$ cat src/rtl/param_pkg.sv
// Shared definitions for the parameter-load controller: state encodings and default sizes.
package param_pkg;

  localparam int DATA_W_DEF     = 8;
  localparam int NUM_PARAMS_DEF = 4;

  typedef enum logic [1:0] {
    S_IDLE = 2'd0,
    S_LOAD = 2'd1,
    S_WAIT = 2'd2
  } state_t;

endpackage

$ cat src/rtl/param_load_cu_rise_detect.sv
// Rising-edge detector for the load request; the history register only advances on enabled cycles.
module rise_detect (
  input  logic clk,
  input  logic rst,
  input  logic enable,
  input  logic sig,
  output logic rise
);

  logic sig_q;

  always_ff @(posedge clk) begin
    if (rst) begin
      sig_q <= 1'b0;
    end else if (enable) begin
      sig_q <= sig;
    end
  end

  assign rise = sig & ~sig_q;

endmodule

$ cat src/rtl/param_load_cu.sv
// Parameter-load control unit: collects NUM_PARAMS words per burst and writes them
// into the parameter bank with a one-cycle registered write strobe.
//
// state  | meaning
// IDLE   | waiting for a rising edge on load_params
// LOAD   | accepting words, one per data_valid
// WAIT   | burst complete; hold until load_params drops
module param_load_cu
  import param_pkg::*;
#(
  parameter int DATA_W     = DATA_W_DEF,
  parameter int NUM_PARAMS = NUM_PARAMS_DEF,
  parameter int ADDR_W     = $clog2(NUM_PARAMS)
) (
  input  logic              clk,
  input  logic              rst,
  input  logic              enable,
  input  logic              load_params,
  input  logic              data_valid,
  input  logic [DATA_W-1:0] data_in,
  output logic              wr_en,
  output logic [ADDR_W-1:0] wr_addr,
  output logic [DATA_W-1:0] wr_data,
  output logic              busy,
  output logic              done,
  output logic              abort_err
);

  localparam logic [ADDR_W-1:0] CNT_LAST = ADDR_W'(NUM_PARAMS - 1);

  state_t            state, state_d;
  logic [ADDR_W-1:0] cnt, cnt_d;
  logic              start;
  logic              accept;
  logic              last_word;
  logic              abort_set;
  logic              abort_clr;

  rise_detect u_rise (
    .clk    (clk),
    .rst    (rst),
    .enable (enable),
    .sig    (load_params),
    .rise   (start)
  );

  assign last_word = (cnt == CNT_LAST);

  always_comb begin
    state_d   = state;
    cnt_d     = cnt;
    accept    = 1'b0;
    abort_set = 1'b0;
    abort_clr = 1'b0;
    if (enable) begin
      case (state)
        S_IDLE: begin
          if (start) begin
            state_d   = S_LOAD;
            cnt_d     = '0;
            abort_clr = 1'b1;
          end
        end
        S_LOAD: begin
          if (data_valid) begin
            accept = 1'b1;
            if (last_word) begin
              state_d = S_WAIT;
              cnt_d   = '0;
            end else begin
              cnt_d = cnt + ADDR_W'(1);
            end
          end
          // A request drop aborts, unless the same cycle delivered the final word.
          if (!load_params && !(data_valid && last_word)) begin
            state_d   = S_IDLE;
            cnt_d     = '0;
            abort_set = 1'b1;
          end
        end
        S_WAIT: begin
          if (!load_params) begin
            state_d = S_IDLE;
          end
        end
        default: begin
          state_d = S_IDLE;
          cnt_d   = '0;
        end
      endcase
    end
  end

  always_ff @(posedge clk) begin
    if (rst) begin
      state     <= S_IDLE;
      cnt       <= '0;
      wr_en     <= 1'b0;
      wr_addr   <= '0;
      wr_data   <= '0;
      busy      <= 1'b0;
      done      <= 1'b0;
      abort_err <= 1'b0;
    end else begin
      state <= state_d;
      cnt   <= cnt_d;
      wr_en <= accept;
      if (accept) begin
        wr_addr <= cnt;
        wr_data <= data_in;
      end
      busy <= (state_d == S_LOAD);
      done <= (state_d == S_WAIT);
      if (abort_clr) begin
        abort_err <= 1'b0;
      end else if (abort_set) begin
        abort_err <= 1'b1;
      end
    end
  end

endmodule

$ cat config.mk
export PLATFORM = sky130hd
export DESIGN_NAME = param_load_cu
export DESIGN_NICKNAME = d
export VERILOG_FILES = /design/src/rtl/param_pkg.sv /design/src/rtl/param_load_cu_rise_detect.sv /design/src/rtl/param_load_cu.sv
export SDC_FILE = /design/constraint.sdc
export NUM_CORES = 1
export LEC_CHECK = 0
export BUFFER_PORTS_ARGS = -buffer_cell sky130_fd_sc_hd__buf_2
export CAP_MARGIN = 30
export CORE_MARGIN = 2
export CORE_UTILIZATION = 46
export DETAILED_ROUTE_END_ITERATION = 8
export PLACE_DENSITY = 0.81
export SLEW_MARGIN = 30
export SYNTH_ARGS = -nofsm -noshare
export SYNTH_HDL_FRONTEND = slang
export SYNTH_SLANG_ARGS = --single-unit
$ cat constraint.sdc
create_clock -name clk -period 1.8 [get_ports clk]
set_clock_uncertainty 0.2 [all_clocks]
set_input_delay 0.54 -clock clk [delete_from_list [all_inputs] [get_ports clk]]
set_output_delay 0.54 -clock clk [all_outputs]
set_load 0.01 [all_outputs]
==> results of run 1 <==
synth_stat cells:
cell	count
a211oi_2	1
a21oi_1	14
a32o_1	1
a32oi_1	1
and2_1	1
and3b_2	1
buf_2	2
clkbuf_1	2
dfxtp_1	19
ha_1	1
inv_1	1
inv_2	1
mux2i_1	3
nand2_1	23
nand2_2	1
nand2b_1	3
nor2_1	4
nor3_1	1
nor4_1	1
nor4b_1	2
o211ai_1	1
o21ai_0	2
or4_4	1
area by class of cell:
type / instances / area [sq um] / share of cell area [%]
multi-input combinational: 62 / 350 / 36.3
clock buffer: 4 / 26.3 / 2.72
inverter: 2 / 7.51 / 0.778
timing repair buffer: 31 / 180 / 18.7
tap: 16 / 20.0 / 2.08
sequential: 19 / 380 / 39.4
critical path: cells and delay by family, from the launching register on:
| family | cells | cell delay (ns) |
|---|---|---|
| DFF | 1 | 0.36 |
| muxes | 1 | 0.18 |
| and+or+nand+nor | 3 | 0.76 |
stage by stage:
| step | power, uW | cells |
|---|---|---|
| 2_1_floorplan | 480 | 87 |
| 3_3_place_gp | 512 | 130 |
| 3_5_place_dp | 514 | 130 |
| 4_1_cts | 723 | 134 |
| 5_1_grt | 749 | 134 |
| 6_report | 718 | 134 |
logic make-up (layout without fill, tap and decap cells):
group           count (synthesis)  count (layout)  share of synthesized area (%)
simple gates                   38              38                           24.4
compound gates                 20              20                           15.9
flops                          19              19                           50.8
buf+inv                         6              37                           3.34
mux                             3               3                           4.01
fa+ha+maj                       1               1                           1.67
per-layer routing:
metal | vias to the layer above | part of all wire, % | global-route usage (%)
met5 | - | 0 | 0
li1 | 361 | - | -
met1 | 298 | 46 | 21.8
met2 | 30 | 43 | 26.8
met4 | 0 | 2.8 | 13.3
met3 | 6 | 7.7 | 3.67
report_power, final:
group	switching, uW	internal (uW)
sequential	5.49	428
combinational	37.0	34.5
clock	126	86.2
flip-flops by register name, summed over array words and instances (netlist names):
signal,cells
cnt,2
wr_en,1
busy,1
state,2
u_rise.sig_q,1
done,1
abort_err,1
wr_addr,2
wr_data,8
repair_timing:
item,4_1_cts,5_1_grt
endpoints found under the setup margin,0,2
buffers inserted,0,0
resized for setup,0,1
final timing paths:
kind | from | endpoint | slack (ns) | depth (start not counted)
setup / recovery | state[1] | cnt[1] | 0.23 | 4
hold / removal | wr_data[3] | wr_data[3] | 0.26 | 2
setup reg to reg | state[1] | cnt[1] | 0.23 | 4
hold reg to reg | wr_data[3] | wr_data[3] | 0.26 | 2
==> summary.txt, run 1 <==
Global route
  • First-pass GRT wire length: 2500 microns
  • Total gr overflow: 0
  • Initial antenna violation count: 0
  • Total GRT Usage: 17.6%
  • Largest net degree at the start of global routing: 20
  • Number of global-route vias before repair: 609

Placed design
  • Cell Area, Placed: 932 sq um
  • Hpwl dp: 1060 microns
  • Final Wtd Congestion: 0.934
  • # port buffers: 26
  • Setup Slack @ Placement: a little under 0.006 ns

Routing
  • DRC errors left: 0
  • Avg Vias per Cell: 5.19
  • Antenna Nets Post-Route: 0
  • Initial DRT Pass Iterations: 7
  • Total Wirelength: 1480 microns
  • Routed len/inst: 11.1 microns
  • Via Count: 695
  • Initial DRC count: 20

Timing
  • Hold Slack: around 0.26 ns
  • Finish-stage setup viols: 0
  • Rel. slew slack: roughly 69%
  • Fin Setup TNS: 0 ns
  • Period utilization: 87.2%
  • Minimum clock period: 1.57 ns
  • Final worst slack: about 0.23 ns
  • Max-slew violations: 0
  • Final Hold Viols: 0
  • Peak Freq: 637 MHz
  • Slew @ Worst Pin: 0.455 ns
  • RSZ-0062 raised after global routing: false

Setup path
  • Crit Path Max Fanout: 5
  • CP startpoint kind: flip-flop
  • CP Class: flip-flop to flip-flop
  • WP data required: 1.83 ns
  • Crit-path cells: nand2b_1, or4_4, nand2_2, mux2i_1
  • CP arrival: 1.60 ns
  • Slowest stage delay, CP: around 0.46 ns
  • Slowest-stage cell, CP: or4_4
  • Setup crit end kind: flip-flop

Die
  • Cell Rows: 14
  • Ports: 27
  • Core Region: between 1500 and 2000 sq um
  • Starting Density: between 40% and 50%
  • Die Footprint: 1970 sq um
  • Die H: 44.4 microns
  • Die width: 44.4 microns

Flow run
  • Max Cap Viol: 0

Final layout
  • Most frequent cells in the layout: buf_2 (26), nand2_1 (23), dfxtp_1 (19)
  • Commonest non-fill, non-tap cell in the layout: buf_2
  • Area Growth Syn to Fin: 28.7%
  • Share of cells above drive strength 1: between 30% and 40%
  • Filler instances: between 100 and 150
  • Final Cell Area: ~960 sq um
  • Finished Core Util: 63.3%
  • Final net count: 133
  • Ant. Diodes: 0

Logic synthesis
  • Syn Inst Count: between 80 and 90
  • Seq cells post-synth: 19
  • Largest area contributor in the netlist: dfxtp_1
  • Top cell type's share of synthesized area: 50.8%
  • Synth top area cells: dfxtp_1 (51%), nand2_1 (12%), a21oi_1 (9.3%)
  • Synthesized area: around 750 sq um
  • Register area share after synthesis: about half
  • Yosys cell types: 23
  • Syn Nets: 101
  • Syn avg cell area: 8.61 sq um
  • Synth warn: 0

Clocking
  • CTS clock-pin slew for the worst setup and hold paths: 0.10 ns
  • Total CTS buffers: 3
  • H-tree levels: 1
  • Clk_lat worst skew: 0.29 ns
  • CTS tree: done
  • # clock sinks: 19
  • Clock Path Buffers: 2
  • Clock root cell: clkbuf_4
  • CTS Hold Bufs: 0

Status
  • Run status: completed

Pwr
  • Leak: roughly 0.00043 uW
  • VDD IR-drop max: 0.000470 V
  • Pwr Density: 744 nW/um^2

Hold path
  • HP Class: flip-flop to flip-flop
No activity file was read; power rests on OpenSTA's default activity.
==> inputs of run 2 (changes only) <==
CTS_CLUSTER_SIZE = 28   (was default)
MAX_ROUTING_LAYER = met4   (was default)
clock period = 1.7 ns   (was 1.8 ns; I/O delays follow)
==> run 2 against run 1 <==
Effect of this change: final area fell by 0.26%; wire length rose by 0.94%; global-route usage fell by 0.85 points; highest routed layer unchanged; clock-buffer cell count fell by 1; register-to-register slack got worse by 0.09 ns; flip-flop and latch count did not move; largest power group unchanged; via count rose by 2.3%; critical endpoint unchanged; largest cell class unchanged.
==> summary.txt, run 2 (same netlist as run 1, synthesis figures left out) <==
Pwr
  • Reg power frac: 60.8% (+0.4 points)
  • Comb pwr share: 10.3% (+0.3 points)
  • Leak: 0.000429 uW (+0.45%)
  • Total internal power: 579 uW (+5.5%)
  • Clk pwr share: 28.8% (-0.8 points)
  • Sw Share: 23.3% (-0.19 points)
  • Pwr Density: 785 nW/um^2 (+5.5%)
  • Tot Pwr: 755 uW (+5.2%)
  • VDD IR-drop max: 0.000421 V (-10%)
  • Net load switching power: 176 uW (+4.4%)

Global route
  • Number of global-route vias before repair: 591 (-3.0%)
  • Total gr overflow: 0 (unchanged)
  • Total GRT Usage: 16.8% (-0.85 points)
  • Largest net degree at the start of global routing: 20 (unchanged)
  • Met3 usage: 3.67% (unchanged)
  • M1 GR Usage: 21.5% (-0.28 points)
  • Grt peak-use layer: met2
  • First-pass GRT wire length: 2390 microns (-4.1%)
  • Initial antenna violation count: 0 (unchanged)
  • Met2 Usage GRT: 26.2% (-0.59 points)

Clocking
  • Clock Path Buffers: 2 (unchanged)
  • H-tree levels: 1 (unchanged)
  • # clock sinks: 19 (unchanged)
  • Clk_lat worst skew: 0.28 ns (about the same)
  • CTS clock-pin slew for the worst setup and hold paths: 0.10 ns (about the same)
  • CTS tree: done
  • CTS Hold Bufs: 0 (unchanged)
  • Post-CTS Setup Bufs: 0 (unchanged)
  • Clock root cell: clkbuf_4
  • Total CTS buffers: 3 (unchanged)

Setup path
  • CP Class: flip-flop to flip-flop
  • Slowest stage delay, CP: 0.40 ns (-0.06 ns)
  • CP arrival: 1.58 ns (-0.02 ns)
  • Setup crit end kind: flip-flop
  • Crit-path cells: ha_1, a21oi_1, nor4b_2, nand2_1, mux2i_1
  • WP data required: 1.72 ns (-0.11 ns)
  • Reg2reg path depth: 5 (+1)
  • Slowest-stage cell, CP: dfxtp_1
  • Crit Path Max Fanout: 5 (unchanged)
  • Crit path max-delay family: flip-flops
  • WP buf/inv: 0 (unchanged)
  • Stages on worst setup path: 5 (+1)
  • CP startpoint kind: flip-flop

Timing
  • Finish-stage setup viols: 0 (unchanged)
  • Minimum clock period: 1.56 ns (-0.0121 ns)
  • Max-slew violations: 0 (unchanged)
  • Period utilization: 91.6% (+4.4 points)
  • Slew @ Worst Pin: 0.420 ns (-0.0352 ns)
  • Rel. slew slack: 71.7% (+2.4 points)
  • Peak Freq: 642 MHz (+0.78%)
  • Final Hold Viols: 0 (unchanged)
  • RSZ-0062 raised after global routing: false

Placed design
  • Hpwl dp: 1100 microns (+4.2%)
  • Cells after DPL: 131 (+0.77%)
  • Cell Area, Placed: 927 sq um (-0.54%)
  • # port buffers: 26 (unchanged)
  • Final Wtd Congestion: 0.917 (-1.8%)

Final layout
  • Share of cells above drive strength 1: 36.1% (+2.2 points)
  • Most frequent cells in the layout: buf_2 (26), nand2_1 (23), dfxtp_1 (19)
  • Commonest non-fill, non-tap cell in the layout: buf_2
  • Final net count: 134 (+0.75%)
  • Reg with most FFs: wr_data
  • Number of flip-flops under the largest register name: 8 (unchanged)
  • Ant. Diodes: 0 (unchanged)
  • Area Growth Syn to Fin: 28.4%
  • Fin cells: 135 (+0.75%)
  • Final Cell Area: 962 sq um (-0.26%)

Die
  • Die H: 44.4 microns (unchanged)
  • Core Region: 1520 sq um (unchanged)
  • Die width: 44.4 microns (unchanged)
  • Ports: 27 (unchanged)
  • Die Footprint: 1970 sq um (unchanged)
  • Starting Density: 49.2% (unchanged)
  • Cell Rows: 14 (unchanged)

Hold path
  • Min-Delay Path Depth: 3 (+1)
  • HP Class: primary input to flip-flop

Status
  • Run status: completed

Routing
  • Antenna Nets Post-Route: 0 (unchanged)
  • Initial DRT Pass Iterations: 4 (-3)
  • Total Wirelength: 1500 microns (+0.94%)
  • Via Count: 711 (+2.3%)
  • Routed len/inst: 11.1 microns (+0.20%)
  • DRC errors left: 0 (unchanged)
  • Initial DRC count: 11 (-45%)
  • Avg Vias per Cell: 5.27 (+1.5%)

Flow run
  • Max Cap Viol: 0 (unchanged)
==> run 2: cell count changes in the layout (fill, tap and decap cells not counted), sizes merged <==
cell	change
buf	+1
clkbuf	-1
clkinv	+1
==> run 2: final timing paths <==
path | from | end | slack (ns)
worst min-delay path | data_in[7] | wr_data[7] | 0.25
worst max register to register | cnt[0] | cnt[1] | 0.14
worst min register to register | wr_data[4] | wr_data[4] | 0.26
worst max-delay path | cnt[0] | cnt[1] | 0.14
==> run 2: worst reg2reg max path: stages (launching register included) <==
cell	delay, ns
dfxtp_1	0.40
ha_1	0.26
a21oi_1	0.13
nor4b_2	0.28
nand2_1	0.10
mux2i_1	0.13
==> run 2: what timing repair did <==
action                                 in CTS  in global routing
endpoints found under the hold margin       0                  0
setup endpoints to repair                   0                  3
resized for setup                           0                  2
==> run 2: through the flow <==
step	worst slack [ns]	hold slack, ns	util (%)	TNS, ns
2_1_floorplan	0.127	0.249	-	0
3_3_place_gp	-0.0163	0.238	60.8	-0.0323
3_5_place_dp	-0.0559	0.245	60.8	-0.334
4_1_cts	0.0672	0.243	62.6	0
5_1_grt	0.0109	0.243	63.1	0
6_report	0.142	0.248	63.1	0
==> run 2: final cells by class <==
cell class              instances  area, sq um
flip-flops and latches         19          380
repair buffers                 32          175
clock buffers                   3         22.5
well taps                      16         20.0
multi-input cells              62          352
clock inverters                 1         5.00
fillers                       128          562
inverters                       2         7.51
==> run 2: routing by layer <==
| metal | wire (microns) | part of all wire, % |
|---|---|---|
| met5 | 0 | 0 |
| met4 | 22 | 1.5 |
| met3 | 97 | 6.5 |
| met2 | 710 | 47 |
| met1 | 668 | 45 |
==> run 2: power groups by stage <==
stage / combinational (uW) / clock, uW / sequential (uW)
2_1_floorplan: 36.4 / 0 / 472
5_1_grt: 86.8 / 242 / 461
6_report: 78.2 / 218 / 460
3_3_place_gp: 75.3 / 0 / 469
4_1_cts: 77.1 / 221 / 460
3_5_place_dp: 76.8 / 0 / 470
